<file path="src/rtl/mips_pkg.sv">
// Shared MIPS datapath constants: ALU control codes, muldiv FSM encoding, default width.
package mips_pkg;

  localparam int unsigned MD_WIDTH = 32;

  localparam logic [3:0] ALU_CTRL_AND  = 4'b0000;
  localparam logic [3:0] ALU_CTRL_OR   = 4'b0001;
  localparam logic [3:0] ALU_CTRL_ADD  = 4'b0010;
  localparam logic [3:0] ALU_CTRL_DIV  = 4'b0011;
  localparam logic [3:0] ALU_CTRL_SUB  = 4'b0110;
  localparam logic [3:0] ALU_CTRL_SLT  = 4'b0111;
  localparam logic [3:0] ALU_CTRL_NOR  = 4'b1100;
  localparam logic [3:0] ALU_CTRL_MULT = 4'b1111;

  localparam logic [1:0] MD_IDLE = 2'd0;
  localparam logic [1:0] MD_MUL  = 2'd1;
  localparam logic [1:0] MD_DIV  = 2'd2;
  localparam logic [1:0] MD_FIX  = 2'd3;

endpackage

</file>
<file path="src/rtl/muldiv_sequencer.sv">
// Iterative signed mult (shift-add) / div (restoring) on operand magnitudes, WIDTH steps
// plus one sign-fix cycle; busy/done handshake for the pipeline stall logic.
module muldiv_sequencer
  import mips_pkg::*;
#(
  parameter int unsigned WIDTH    = MD_WIDTH,
  parameter logic [3:0]  ALU_MULT = ALU_CTRL_MULT,
  parameter logic [3:0]  ALU_DIV  = ALU_CTRL_DIV
) (
  input  logic             clk,
  input  logic             reset,
  input  logic             start,
  input  logic [3:0]       alu_ctrl,
  input  logic [WIDTH-1:0] op_a,
  input  logic [WIDTH-1:0] op_b,
  output logic             busy,
  output logic             done,
  output logic [WIDTH-1:0] hi,
  output logic [WIDTH-1:0] lo,
  output logic             div_by_zero
);

  localparam int CW = (WIDTH > 1) ? $clog2(WIDTH) : 1;

  logic [1:0]       state_q, state_d;
  logic [CW-1:0]    cnt_q, cnt_d;
  logic [WIDTH-1:0] acc_q, acc_d, sr_q, sr_d, mag_b_q, mag_b_d;
  logic [WIDTH-1:0] hi_q, hi_d, lo_q, lo_d;
  logic             is_div_q, is_div_d, neg_res_q, neg_res_d, neg_a_q, neg_a_d;
  logic             dbz_q, dbz_d, done_q, done_d, dz_out_q, dz_out_d;

  logic [WIDTH:0]     add_a, add_b, add_sum;
  logic               add_sub;
  logic [2*WIDTH-1:0] prod, prod_s;
  logic               accept, req_div;
  logic [WIDTH-1:0]   mag_a_in, mag_b_in;

  // One adder serves both: accumulate in MUL, trial-subtract of the shifted remainder in DIV.
  always_comb begin
    add_sub = (state_q == MD_DIV);
    if (add_sub) begin
      add_a = {acc_q, sr_q[WIDTH-1]};
      add_b = ~{1'b0, mag_b_q};
    end else begin
      add_a = {1'b0, acc_q};
      add_b = sr_q[0] ? {1'b0, mag_b_q} : '0;
    end
  end
  assign add_sum = add_a + add_b + {{WIDTH{1'b0}}, add_sub};

  assign req_div  = (alu_ctrl == ALU_DIV);
  assign accept   = start && (state_q == MD_IDLE) && ((alu_ctrl == ALU_MULT) || req_div);
  assign mag_a_in = op_a[WIDTH-1] ? ('0 - op_a) : op_a;
  assign mag_b_in = op_b[WIDTH-1] ? ('0 - op_b) : op_b;
  assign prod     = {acc_q, sr_q};
  assign prod_s   = neg_res_q ? ('0 - prod) : prod;

  always_comb begin
    state_d   = state_q;
    cnt_d     = cnt_q;
    acc_d     = acc_q;
    sr_d      = sr_q;
    mag_b_d   = mag_b_q;
    is_div_d  = is_div_q;
    neg_res_d = neg_res_q;
    neg_a_d   = neg_a_q;
    dbz_d     = dbz_q;
    hi_d      = hi_q;
    lo_d      = lo_q;
    done_d    = 1'b0;
    dz_out_d  = dz_out_q;
    case (state_q)
      MD_IDLE: begin
        if (accept) begin
          acc_d     = '0;
          sr_d      = mag_a_in;
          mag_b_d   = mag_b_in;
          is_div_d  = req_div;
          neg_res_d = op_a[WIDTH-1] ^ op_b[WIDTH-1];
          neg_a_d   = op_a[WIDTH-1];
          dbz_d     = req_div && (op_b == '0);
          cnt_d     = CW'(WIDTH - 1);
          if (req_div && (op_b == '0)) state_d = MD_FIX;
          else if (req_div)            state_d = MD_DIV;
          else                         state_d = MD_MUL;
        end
      end
      MD_MUL: begin
        acc_d = add_sum[WIDTH:1];
        sr_d  = {add_sum[0], sr_q[WIDTH-1:1]};
        if (cnt_q == '0) state_d = MD_FIX;
        else             cnt_d   = cnt_q - 1'b1;
      end
      MD_DIV: begin
        // Negative trial result means restore: keep the shifted remainder, quotient bit 0.
        acc_d = add_sum[WIDTH] ? add_a[WIDTH-1:0] : add_sum[WIDTH-1:0];
        sr_d  = {sr_q[WIDTH-2:0], ~add_sum[WIDTH]};
        if (cnt_q == '0) state_d = MD_FIX;
        else             cnt_d   = cnt_q - 1'b1;
      end
      default: begin
        state_d  = MD_IDLE;
        done_d   = 1'b1;
        dz_out_d = dbz_q;
        if (!dbz_q) begin
          if (is_div_q) begin
            lo_d = neg_res_q ? ('0 - sr_q) : sr_q;
            hi_d = neg_a_q ? ('0 - acc_q) : acc_q;
          end else begin
            {hi_d, lo_d} = prod_s;
          end
        end
      end
    endcase
  end

  always_ff @(posedge clk) begin
    if (reset) begin
      state_q   <= MD_IDLE;
      cnt_q     <= '0;
      acc_q     <= '0;
      sr_q      <= '0;
      mag_b_q   <= '0;
      is_div_q  <= 1'b0;
      neg_res_q <= 1'b0;
      neg_a_q   <= 1'b0;
      dbz_q     <= 1'b0;
      hi_q      <= '0;
      lo_q      <= '0;
      done_q    <= 1'b0;
      dz_out_q  <= 1'b0;
    end else begin
      state_q   <= state_d;
      cnt_q     <= cnt_d;
      acc_q     <= acc_d;
      sr_q      <= sr_d;
      mag_b_q   <= mag_b_d;
      is_div_q  <= is_div_d;
      neg_res_q <= neg_res_d;
      neg_a_q   <= neg_a_d;
      dbz_q     <= dbz_d;
      hi_q      <= hi_d;
      lo_q      <= lo_d;
      done_q    <= done_d;
      dz_out_q  <= dz_out_d;
    end
  end

  assign busy        = (state_q != MD_IDLE);
  assign done        = done_q;
  assign hi          = hi_q;
  assign lo          = lo_q;
  assign div_by_zero = dz_out_q;

endmodule

</file>
<file path="config.mk">
export PLATFORM = sky130hd
export DESIGN_NAME = muldiv_sequencer
export DESIGN_NICKNAME = d
export VERILOG_FILES = /design/src/rtl/mips_pkg.sv /design/src/rtl/muldiv_sequencer.sv
export SDC_FILE = /design/constraint.sdc
export NUM_CORES = 1
export LEC_CHECK = 0
export ABC_AREA = 1
export BUFFER_PORTS_ARGS = -buffer_cell sky130_fd_sc_hd__buf_4
export CELL_PAD_IN_SITES_DETAIL_PLACEMENT = 0
export CELL_PAD_IN_SITES_GLOBAL_PLACEMENT = 1
export CORE_UTILIZATION = 42
export CTS_CLUSTER_SIZE = 20
export DETAILED_ROUTE_END_ITERATION = 10
export PLACE_DENSITY_LB_ADDON = 0.1
export SLEW_MARGIN = 20
export SYNTH_ARGS = -nofsm -noshare
export SYNTH_HDL_FRONTEND = slang
export SYNTH_SLANG_ARGS = --single-unit
</file>
<file path="constraint.sdc">
create_clock -name clk -period 4 [get_ports clk]
set_clock_uncertainty 0.1 [all_clocks]
set_input_delay 0.6 -clock clk [delete_from_list [all_inputs] [get_ports clk]]
set_output_delay 0.6 -clock clk [all_outputs]
set_load 0.01 [all_outputs]
</file>
# ---- Word level (Yosys, flattened, before mapping)
# Cells that the tools add are included.
# W data, S select, Z words.
dict set report totals {
  ff_bits 173
  inputBits 71
  word_cells 74
}
dict set report op_classes {
  addsub 8
  n_eq_ne 7
  muxes 24
  bitwise_logic 5
  reduce_logical 17
}
# op n
set op_table {}
lappend op_table {{$mux W32} 10}
lappend op_table {{$pmux W32 S3} 2}
lappend op_table {{$sub A1 B32 Y32 const A} 4}
lappend op_table {{$mux W33} 2}
lappend op_table {{$mux W64} 1}
lappend op_table {{$sub A1 B64 Y64 const A} 1}
lappend op_table {{$add A33 B1 Y33} 1}
lappend op_table {{$add A33 B33 Y33} 1}
lappend op_table {{$not A32 Y33} 1}
lappend op_table {{$logic_not A32 Y1} 1}
lappend op_table {{$mux W5} 2}
lappend op_table {{$pmux W5 S2} 1}
lappend op_table {{$mux W2} 4}
lappend op_table {{$reduce_and A2 Y1} 4}
lappend op_table {{$logic_not A5 Y1} 1}
lappend op_table {{$sub A5 B1 Y5 const B} 1}
lappend op_table {{$eq A4 B2 Y1 const B} 1}
lappend op_table {{$eq A4 B4 Y1 const B} 1}
lappend op_table {{$ne A2 B2 Y1 const B} 2}
lappend op_table {{$pmux W2 S2} 1}
lappend op_table {{$reduce_bool A2 Y1} 2}
lappend op_table {{$logic_and A1 B1 Y1} 3}
lappend op_table {{$not A1 Y1} 3}
lappend op_table {{$reduce_and A3 Y1} 1}
lappend op_table {{other kinds (10)} 10}

# ---- Longest topological paths before layout
# Gate-level depths: netlist of run 1.
dict set report logic_depth {
  word_depth 6
  depth_mapped 26
  ltp_nobuf 22
}

# ---- Worst setup path after synthesis of run 1
# No wires, ideal clock.
dict set report synth_path {
  path_type {register to register}
  startpoint {register state_q[0]}
  endpoint {register acc_q[11]}
  setup_time_ns 0.071
  arrival_time_ns 3.546
  path_slack_ns 0.283
  path_stages_with_launch 26
  path_buffers 4
  period_less_slack_ns 3.717
  path_cell_list {dfxtp_1 inv_1 ha_1 buf_2 inv_2 clkbuf_1 clkbuf_1 o21ai_0 fa_1 fa_1 nand2_1 nand2_1 nand3_1 nand2_2 nand2_1 nand2_2 nand2_4 nand2_2 nand2_2 nand3_4 buf_6 nand2_1 nand2_1 nand2_1 nand2_1 a21oi_2}
}
dict set report synth_via {
  elab_chain_len 6
  word_cells_on_any_way 14
  classes_between {add/sub (2); eq/ne (3); mux (4); reduce/logical (5)}
}
# element line_no
set synth_rtl {}
lappend synth_rtl {{start, declared} muldiv_sequencer.sv:25} ;# logic [1:0] state_q, state_d;
lappend synth_rtl {{start signal, assigned} muldiv_sequencer.sv:133} ;# state_q <= state_d;
lappend synth_rtl {{$eq A2 B2 Y1} {muldiv_sequencer.sv:40, muldiv_sequencer.sv:72}}
lappend synth_rtl {{$mux W33} muldiv_sequencer.sv:41} ;# if (add_sub) begin
lappend synth_rtl {{$add A33 B33 Y33} muldiv_sequencer.sv:49} ;# assign add_sum = add_a + add_b + {{WIDTH{1'b0}}, add_sub};
lappend synth_rtl {{$add A33 B1 Y33} muldiv_sequencer.sv:49}
lappend synth_rtl {{$mux W32} muldiv_sequencer.sv:96} ;# acc_d = add_sum[WIDTH] ? add_a[WIDTH-1:0] : add_sum[WIDTH-1:0];
lappend synth_rtl {{$pmux W32 S3} muldiv_sequencer.sv:72} ;# case (state_q)
lappend synth_rtl {{end signal, assigned} muldiv_sequencer.sv:121} ;# acc_q <= '0;
lappend synth_rtl {{end signal, assigned} muldiv_sequencer.sv:135} ;# acc_q <= acc_d;
lappend synth_rtl {{end, declared} muldiv_sequencer.sv:27} ;# logic [WIDTH-1:0] acc_q, acc_d, sr_q, sr_d, mag_b_q, mag_b_d;
# Parallel ways exist; a longest one is shown, timed or not.
# A chain may end at the register's enable or synchronous reset.

# ---- Worst setup path after layout of run 1
dict set report layout_path {
  startpoint {register state_q[0]}
  endpoint {register acc_q[0]}
}
# Same word-level chain as after synthesis.

==> summary.txt, run 1 <==
CTS
--------------------------------------------------------------------------------
Quantity of gates resized following cts                                        0
# Post-CTS Setup Buffers                                                       0
Cell at the root of the clock tree                                  sky130_fd_sc_hd__clkbuf_16
Clock tree from TritonCTS                                                  built
Longest Clk Path Bufs                                                          2
Clock latency on the worst-skew pair                                      460 ps
Total clock buffers created by CTS                                            17
Number of sinks driven by the clock tree                                     173
Clock Pin Slew Worst Setup and Hold Paths                                  80 ps
H-tree Lvls                                                                    4
Number of hold buffers added after cts                                         0

LOGIC SYNTHESIS
--------------------------------------------------------------------------------
Number of synthesis warnings                                                   0
Most used flip-flop cell after synthesis                            sky130_fd_sc_hd__dfxtp_1
Number of enable-type register cells in the synthesized netlist                0
Cell variety after synth                                                      58
Synthesized cell area                                                 14,700 µm²
Sequential cell area fraction in the yosys report                          0.236
Async set-reset flop share out of synthesis                                    0
Mapped Cells                                                               2,505
Synthesis-stage register bit count                                           173
Mapped Nets                                                                2,619
Average cell area after synthesis                                       5.85 µm²

STA
--------------------------------------------------------------------------------
Final setup fails                                                              0
Worst hold slack                                                          333 ps
Slew margin rel.                                                           0.352
Slew of the pin with the lowest slew margin                               971 ps
Achievable frequency                                                   0.275 GHz
Post-route fraction of the period consumed by the critical path            0.909
Final setup margin                                                        362 ps
Count of final hold-check violations                                           0
Total Negative Setup Slacks                                                 0 ps
Max-slew violation count                                                       0
Post-route minimum period                                                3640 ps
RSZ-0062 raised after global routing                                       false

FLOORPLAN
--------------------------------------------------------------------------------
I/O Pins                                                                     138
Core area                                                             34,500 µm²
Vertical die dimension                                                    189 µm
Horizontal extent of the die                                              189 µm
Starting utilization of the core area                                      0.426
Area of the die                                                       35,700 µm²
Row Count                                                                     68

ROUTE
--------------------------------------------------------------------------------
DR iter-0 viols                                                            1,383
Met3 WL                                                                  2920 µm
Average wire per standard cell                                           17.6 µm
Number of antenna-violating nets in the routed design                          0
Pre-antenna DRT Iters                                                          6
Total length of routed wires                                           53,900 µm
DR WL met2                                                             24,400 µm
Via-per-instance ratio                                                      5.34
Via count                                                                 16,326
Highest signal layer in the routed design                                   met4
Final routed DRC violation total                                               0
DRT met1 WL                                                            25,100 µm

PLACEMENT
--------------------------------------------------------------------------------
Placer's final routability congestion estimate                             0.964
Post-place setup slack                                                    234 ps
Quantity of I/O buffers inserted on ports                                    137
HPWL Detailed                                                          42,200 µm
Dpl cells                                                                  3,026

LAYOUT
--------------------------------------------------------------------------------
Diode count                                                                    0
Area of all sequential standard cells                                   3460 µm²
Fraction of layout instances using a drive strength above 1                0.123
Post-route insts no fill                                                   3,059
Layout Nets                                                                2,705
Fill cells                                                                 3,747
Utilization of the core after routing                                      0.486
Layout Area Growth over Synthesis                                          14.2%
Area of the multi-input gates                                           9520 µm²

CRITICAL PATH
--------------------------------------------------------------------------------
Cell class contributing the biggest share of worst-path delay       simple AND/OR/NAND/NOR gates
Critical path's slowest cell                                        sky130_fd_sc_hd__fa_1
Arrival @ worst endpoint                                                 3910 ps
Critical Setup Path Class                                           flop to flop
Cell occurring most often along the worst timing path               sky130_fd_sc_hd__nand2_1
Cell-by-cell listing of the critical path                           inv_1, ha_2, buf_12, nand2_1, o21ai_1, fa_1, fa_1, nand2_1, nand2_1, nand3_1, nand2_2, nand2_1, nand2_2, nand2_4, nand2_2, nand2_2, nand3_4, nand2_1, nand2_1, nand2_1, nand2_1, a21oi_1
Slowest cell delay on critical path                                       460 ps
Critical path startpoint                                              state_q[0]
Kind of end point of the critical path                                      flop
Maximum fanout along the worst path                                           64
Critical Path Start Type                                                    flop
Reg2Reg Launch Point                                                  state_q[0]
Sum of buffers and inverters on the critical path                              2
Critical path required time                                              4280 ps

HOLD PATH
--------------------------------------------------------------------------------
Min-delay worst type                                                input port to flop
Startpoint of the lowest-slack hold path                                 op_b[1]

STATUS
--------------------------------------------------------------------------------
Status                                                              finished clean

FLOW RUN
--------------------------------------------------------------------------------
Total of max-cap violations                                                    0

GLOBAL ROUTE
--------------------------------------------------------------------------------
Vias in the first global route                                            15,159
Number of antenna violations at the first check in global routing              0
Aggregate global routing overflow                                              0
Largest net degree at the start of global routing                             73
Total routing resource utilization after global routing                    0.303
Wire length of the first global-routing pass                           84,400 µm

POWER
--------------------------------------------------------------------------------
Power per Cell Area                                                   437 nW/µm²
Leakage                                                                  8.51 nW
Largest voltage drop on the vdd net                                       351 µV

## routing by layer
metal	vias to the layer above	GRT usage
met4	0	0.107
met3	70	0.0307
met2	557	0.494
met1	7393	0.414
li1	8306	-
met5	-	0
## final timing paths
path,to,slack (ps),cells past startpoint
worst min-delay path,mag_b_q[1],330,3
worst min register to register,hi[12],350,2
worst max register to register,acc_q[0],360,22
worst max-delay path,acc_q[0],360,22
## where the power goes
group	internal, mW	switching [mW]	leakage, nW
logic	1.02	2.32	6.81
clock network	0.955	0.832	0.300
registers	1.93	0.272	1.40
total	3.90	3.42	8.51
## worst register-to-register path, stage by stage (launching register included)
cell and delay [ps]:
sky130_fd_sc_hd__dfxtp_1 390, sky130_fd_sc_hd__inv_1 80, sky130_fd_sc_hd__ha_2 210, sky130_fd_sc_hd__buf_12 190
sky130_fd_sc_hd__nand2_1 120, sky130_fd_sc_hd__o21ai_1 90, sky130_fd_sc_hd__fa_1 460, sky130_fd_sc_hd__fa_1 430
sky130_fd_sc_hd__nand2_1 90, sky130_fd_sc_hd__nand2_1 80, sky130_fd_sc_hd__nand3_1 110, sky130_fd_sc_hd__nand2_2 90
sky130_fd_sc_hd__nand2_1 80, sky130_fd_sc_hd__nand2_2 80, sky130_fd_sc_hd__nand2_4 90, sky130_fd_sc_hd__nand2_2 60
sky130_fd_sc_hd__nand2_2 130, sky130_fd_sc_hd__nand3_4 240, sky130_fd_sc_hd__nand2_1 130, sky130_fd_sc_hd__nand2_1 60
sky130_fd_sc_hd__nand2_1 50, sky130_fd_sc_hd__nand2_1 40, sky130_fd_sc_hd__a21oi_1 140
## per-stage QoR
stage                     area [µm²]  power (mW)
after floorplan                14700        4.54
after global placement         16100        5.47
after detailed placement       16100        5.50
after CTS                      16700        7.30
after global routing           16700        7.83
final                          16700        7.32
## area by class of cell
type / instances / share of cell area
multi-input cells: 1904 / 0.569
flip-flops and latches: 173 / 0.207
repair buffers: 168 / 0.0798
inverters: 327 / 0.0738
well taps: 455 / 0.0340
clock buffers: 17 / 0.0254
clock inverters: 15 / 0.0114
## logic make-up after synthesis
group,Yosys count,synth area share
AO/OA/AOI/OAI,508,0.200
adder cells (fa/ha/maj),43,0.0377
buffers and inverters,429,0.117
flip-flops,173,0.236
XOR/XNOR,45,0.0269
AND/OR/NAND/NOR,1307,0.383
## state kept, by name (all words and copies together) (netlist names)
name         cells
acc_q           32
cnt_q            5
dbz_q            1
div_by_zero      1
done             1
hi              32
is_div_q         1
lo              32
mag_b_q         32
neg_a_q          1
neg_res_q        1
sr_q            32
state_q          2
## synthesized netlist by cell type (5+ instances only)
library cell,count,share of area
sky130_fd_sc_hd__inv_1,311,0.080
sky130_fd_sc_hd__xnor2_1,17,0.010
sky130_fd_sc_hd__nand2_4,5,0.0038
sky130_fd_sc_hd__nor3_1,29,0.0099
sky130_fd_sc_hd__clkbuf_1,64,0.016
sky130_fd_sc_hd__nand3_1,153,0.052
sky130_fd_sc_hd__buf_2,15,0.0051
sky130_fd_sc_hd__xor2_1,28,0.017
sky130_fd_sc_hd__a31oi_1,8,0.0034
sky130_fd_sc_hd__a221oi_1,11,0.0066
sky130_fd_sc_hd__o211ai_1,10,0.0051
sky130_fd_sc_hd__nand3b_1,12,0.0061
sky130_fd_sc_hd__nor2_1,208,0.053
sky130_fd_sc_hd__o21ai_0,203,0.069
sky130_fd_sc_hd__buf_1,12,0.0031
sky130_fd_sc_hd__buf_6,8,0.0061
sky130_fd_sc_hd__a21oi_1,152,0.052
sky130_fd_sc_hd__o21ai_1,22,0.0075
sky130_fd_sc_hd__or2_2,12,0.0051
sky130_fd_sc_hd__nand4_1,25,0.011
sky130_fd_sc_hd__nor3_2,10,0.0068
sky130_fd_sc_hd__o221ai_1,10,0.0060
sky130_fd_sc_hd__ha_1,41,0.035
sky130_fd_sc_hd__a21oi_2,31,0.019
sky130_fd_sc_hd__nand2_1,800,0.20
sky130_fd_sc_hd__a32o_1,11,0.0075
sky130_fd_sc_hd__nand2_2,16,0.0068
sky130_fd_sc_hd__dfxtp_1,173,0.24
sky130_fd_sc_hd__o31ai_1,5,0.0026
sky130_fd_sc_hd__nor4_1,6,0.0026
sky130_fd_sc_hd__nor2_2,10,0.0043
sky130_fd_sc_hd__inv_2,11,0.0028
sky130_fd_sc_hd__o22ai_1,31,0.013
## cell usage in the layout, fill, tap and decap left out, types with 11 or more instances in the layout
cell / count
sky130_fd_sc_hd__xnor2_1: 17
sky130_fd_sc_hd__a221oi_1: 11
sky130_fd_sc_hd__a32o_1: 11
sky130_fd_sc_hd__dfxtp_1: 172
sky130_fd_sc_hd__nor2_2: 11
sky130_fd_sc_hd__clkbuf_16: 17
sky130_fd_sc_hd__o21ai_0: 202
sky130_fd_sc_hd__or2_2: 12
sky130_fd_sc_hd__xor2_1: 28
sky130_fd_sc_hd__inv_1: 310
sky130_fd_sc_hd__a21oi_2: 31
sky130_fd_sc_hd__buf_4: 162
sky130_fd_sc_hd__o21ai_1: 23
sky130_fd_sc_hd__ha_1: 40
sky130_fd_sc_hd__nor3_1: 29
sky130_fd_sc_hd__nand2_2: 16
sky130_fd_sc_hd__nand3_1: 153
sky130_fd_sc_hd__o22ai_1: 31
sky130_fd_sc_hd__nor2_1: 206
sky130_fd_sc_hd__nand4_1: 25
sky130_fd_sc_hd__a21oi_1: 152
sky130_fd_sc_hd__inv_2: 11
sky130_fd_sc_hd__nand2_1: 800
sky130_fd_sc_hd__nand3b_1: 12
Power figures use the tool's default switching activity.
==> run 2, diff against run 1 <==
--- a/config.mk
+++ b/config.mk
@@ -9,10 +9,12 @@
 export BUFFER_PORTS_ARGS = -buffer_cell sky130_fd_sc_hd__buf_4
 export CELL_PAD_IN_SITES_DETAIL_PLACEMENT = 0
 export CELL_PAD_IN_SITES_GLOBAL_PLACEMENT = 1
-export CORE_UTILIZATION = 42
+export CORE_UTILIZATION = 43
+export CTS_BUF_LIST = sky130_fd_sc_hd__clkbuf_4 sky130_fd_sc_hd__clkbuf_8
 export CTS_CLUSTER_SIZE = 20
 export DETAILED_ROUTE_END_ITERATION = 10
 export PLACE_DENSITY_LB_ADDON = 0.1
+export REMOVE_ABC_BUFFERS = 1
 export SLEW_MARGIN = 20
 export SYNTH_ARGS = -nofsm -noshare
 export SYNTH_HDL_FRONTEND = slang
==> summary.txt, run 2 (synthesis results as in run 1) <==
STA
--------------------------------------------------------------------------------
Worst hold slack                                                          254 ps   -79.6 ps
Max-slew violation count                                                       0   unchanged
RSZ-0062 raised after global routing                                       false
Post-route fraction of the period consumed by the critical path            0.912   +0.00214
Slew margin rel.                                                           0.353   +0.00112
Achievable frequency                                                   0.274 GHz   -0.23%
Final setup fails                                                              0   unchanged
Count of final hold-check violations                                           0   unchanged
Post-route minimum period                                                3650 ps   +8.58 ps
Slew of the pin with the lowest slew margin                               966 ps   -4.18 ps

FLOORPLAN
--------------------------------------------------------------------------------
Row Count                                                                     67   -1.5%
I/O Pins                                                                     138   unchanged
Area of the die                                                       34,800 µm²   -2.3%
Horizontal extent of the die                                              187 µm   -1.2%
Starting utilization of the core area                                      0.437   +0.0117
Core area                                                             33,500 µm²   -2.7%
Vertical die dimension                                                    187 µm   -1.2%

ROUTE
--------------------------------------------------------------------------------
Number of antenna-violating nets in the routed design                          0   unchanged
Via count                                                                 15,993   -2.0%
DR iter-0 viols                                                            1,141   -17%
Total length of routed wires                                           50,900 µm   -5.6%
Pre-antenna DRT Iters                                                          5   -1
Via-per-instance ratio                                                      5.26   -1.5%
Final routed DRC violation total                                               0   unchanged
Average wire per standard cell                                           16.7 µm   -5.1%

CTS
--------------------------------------------------------------------------------
Number of sinks driven by the clock tree                                     173   unchanged
H-tree Lvls                                                                    4   unchanged
Longest Clk Path Bufs                                                          2   unchanged
Clock latency on the worst-skew pair                                      520 ps   +60 ps
Total clock buffers created by CTS                                            17   unchanged
Clock Pin Slew Worst Setup and Hold Paths                                 110 ps   +30 ps
Number of hold buffers added after cts                                         0   unchanged
Clock tree from TritonCTS                                                  built
# Post-CTS Setup Buffers                                                       0   unchanged
Cell at the root of the clock tree                                  sky130_fd_sc_hd__clkbuf_8

CRITICAL PATH
--------------------------------------------------------------------------------
Critical path required time                                              4300 ps   +20 ps
Critical Path Start Type                                                    flop
Cell-by-cell listing of the critical path                           inv_1, ha_2, buf_12, o21ai_0, ha_1, nand2_1, nor2_2, nand2_1, nor2_1, nand2_4, nand2_2, nand2_2, nand2_4, nand2_1, nand2_1, nand2_1, nand2_1, a21oi_2
Maximum fanout along the worst path                                           64   unchanged
Critical Setup Path Class                                           flop to flop
Slowest cell delay on critical path                                       520 ps   +60 ps
Cell occurring most often along the worst timing path               sky130_fd_sc_hd__nand2_1
Cell class contributing the biggest share of worst-path delay       simple AND/OR/NAND/NOR gates
Arrival @ worst endpoint                                                 3950 ps   +40 ps
Critical path's slowest cell                                        sky130_fd_sc_hd__o21ai_0
Sum of buffers and inverters on the critical path                              2   unchanged
Kind of end point of the critical path                                      flop

PLACEMENT
--------------------------------------------------------------------------------
Placer's final routability congestion estimate                             0.935   -3.0%
Quantity of I/O buffers inserted on ports                                    137   unchanged
HPWL Detailed                                                          39,300 µm   -6.9%
Dpl cells                                                                  3,009   -0.56%

STATUS
--------------------------------------------------------------------------------
Status                                                              finished clean

LAYOUT
--------------------------------------------------------------------------------
Most frequent cells in the layout                                   sky130_fd_sc_hd__nand2_1 (800), sky130_fd_sc_hd__inv_1 (311), sky130_fd_sc_hd__nor2_1 (206), sky130_fd_sc_hd__o21ai_0 (203), sky130_fd_sc_hd__dfxtp_1 (172)
Post-route insts no fill                                                   3,042   -0.56%
Layout Nets                                                                2,695   -0.37%
Fraction of layout instances using a drive strength above 1                0.120   -0.00338
Fill cells                                                                 3,691   -1.5%
Layout Area Growth over Synthesis                                          12.0%
Utilization of the core after routing                                      0.490   +0.00379
Diode count                                                                    0   unchanged
Most common cell after layout, fill and taps aside                  sky130_fd_sc_hd__nand2_1

FLOW RUN
--------------------------------------------------------------------------------
Total of max-cap violations                                                    0   unchanged

GLOBAL ROUTE
--------------------------------------------------------------------------------
Total routing resource utilization after global routing                    0.293   -0.0105
Largest net degree at the start of global routing                             73   unchanged
Number of antenna violations at the first check in global routing              0   unchanged
Aggregate global routing overflow                                              0   unchanged
Vias in the first global route                                            14,567   -3.9%
Wire length of the first global-routing pass                           80,900 µm   -4.2%

POWER
--------------------------------------------------------------------------------
Portion of total power attributed to sequential cells                      0.310   +0.009
Switching share of power                                                   0.494   +0.0265
Largest voltage drop on the vdd net                                       324 µV   -7.7%
Power per Cell Area                                                   425 nW/µm²   -2.7%
Fraction of power consumed by combinational cells                          0.487   +0.032
Switching power                                                          3.45 mW   +0.84%
Clock group share of total power                                           0.203   -0.041
Leakage                                                                  8.34 nW   -2.0%
P_int                                                                    3.53 mW   -9.3%

HOLD PATH
--------------------------------------------------------------------------------
Min-delay worst type                                                input port to flop

[run 2: area by class of cell]
cell class / count / area [µm²] / area share
multi-input combinational: 1904 / 9530 / 0.580
inverter: 327 / 1240 / 0.0753
tap: 448 / 561 / 0.0341
clock buffer: 18 / 248 / 0.0151
sequential: 173 / 3460 / 0.211
timing repair buffer: 158 / 1200 / 0.0732
clock inverter: 14 / 183 / 0.0111
[run 2: power by group through the flow]
stage	clock network [mW]	registers, mW	logic (mW)
after global placement	0	2.19	3.30
after global routing	1.52	2.19	3.76
after detailed placement	0	2.19	3.32
after CTS	1.45	2.15	3.33
final	1.42	2.16	3.40
after floorplan	0	2.15	2.26
[run 2: path summary, 6_finish.rpt]
kind	start	end	slack, ps	cells after the start
worst max-delay path	state_q[0]	acc_q[25]	350	18
worst min-delay path	op_b[4]	mag_b_q[4]	250	3
worst max register to register	state_q[0]	acc_q[25]	350	18
worst min register to register	hi[8]	hi[8]	350	2
[run 2: what timing repair did]
action	CTS	global route
endpoints found under the setup margin	0	33
endpoints found under the hold margin	0	0
resized for setup	0	2
[run 2: worst register-to-register path, delay by kind of cell (launching register included)]
family	cells	cell delay (ps)
compound gates	2	630
flops	1	410
buf+inv	2	270
fa+ha+maj	2	570
simple gates	12	1580
[run 2: routing by layer]
layer / vias up / wire length (µm) / track usage / part of all wire
li1: 8277 / - / - / -
met1: 7193 / 25700 / 0.438 / 0.51
met2: 474 / 21300 / 0.438 / 0.42
met3: 49 / 3050 / 0.0355 / 0.060
met4: 0 / 849 / 0.0763 / 0.017
met5: - / 0 / 0 / 0
[run 2: per-stage QoR]
step / TNS (ps) / power, mW / worst slack [ps] / cell area, µm²
after floorplan: -30300 / 4.41 / -922 / 14200
after global placement: 0 / 5.49 / 391 / 16000
after detailed placement: 0 / 5.51 / 244 / 16000
after CTS: 0 / 6.93 / 206 / 16400
after global routing: 0 / 7.47 / 3.29 / 16400
final: 0 / 6.98 / 354 / 16400
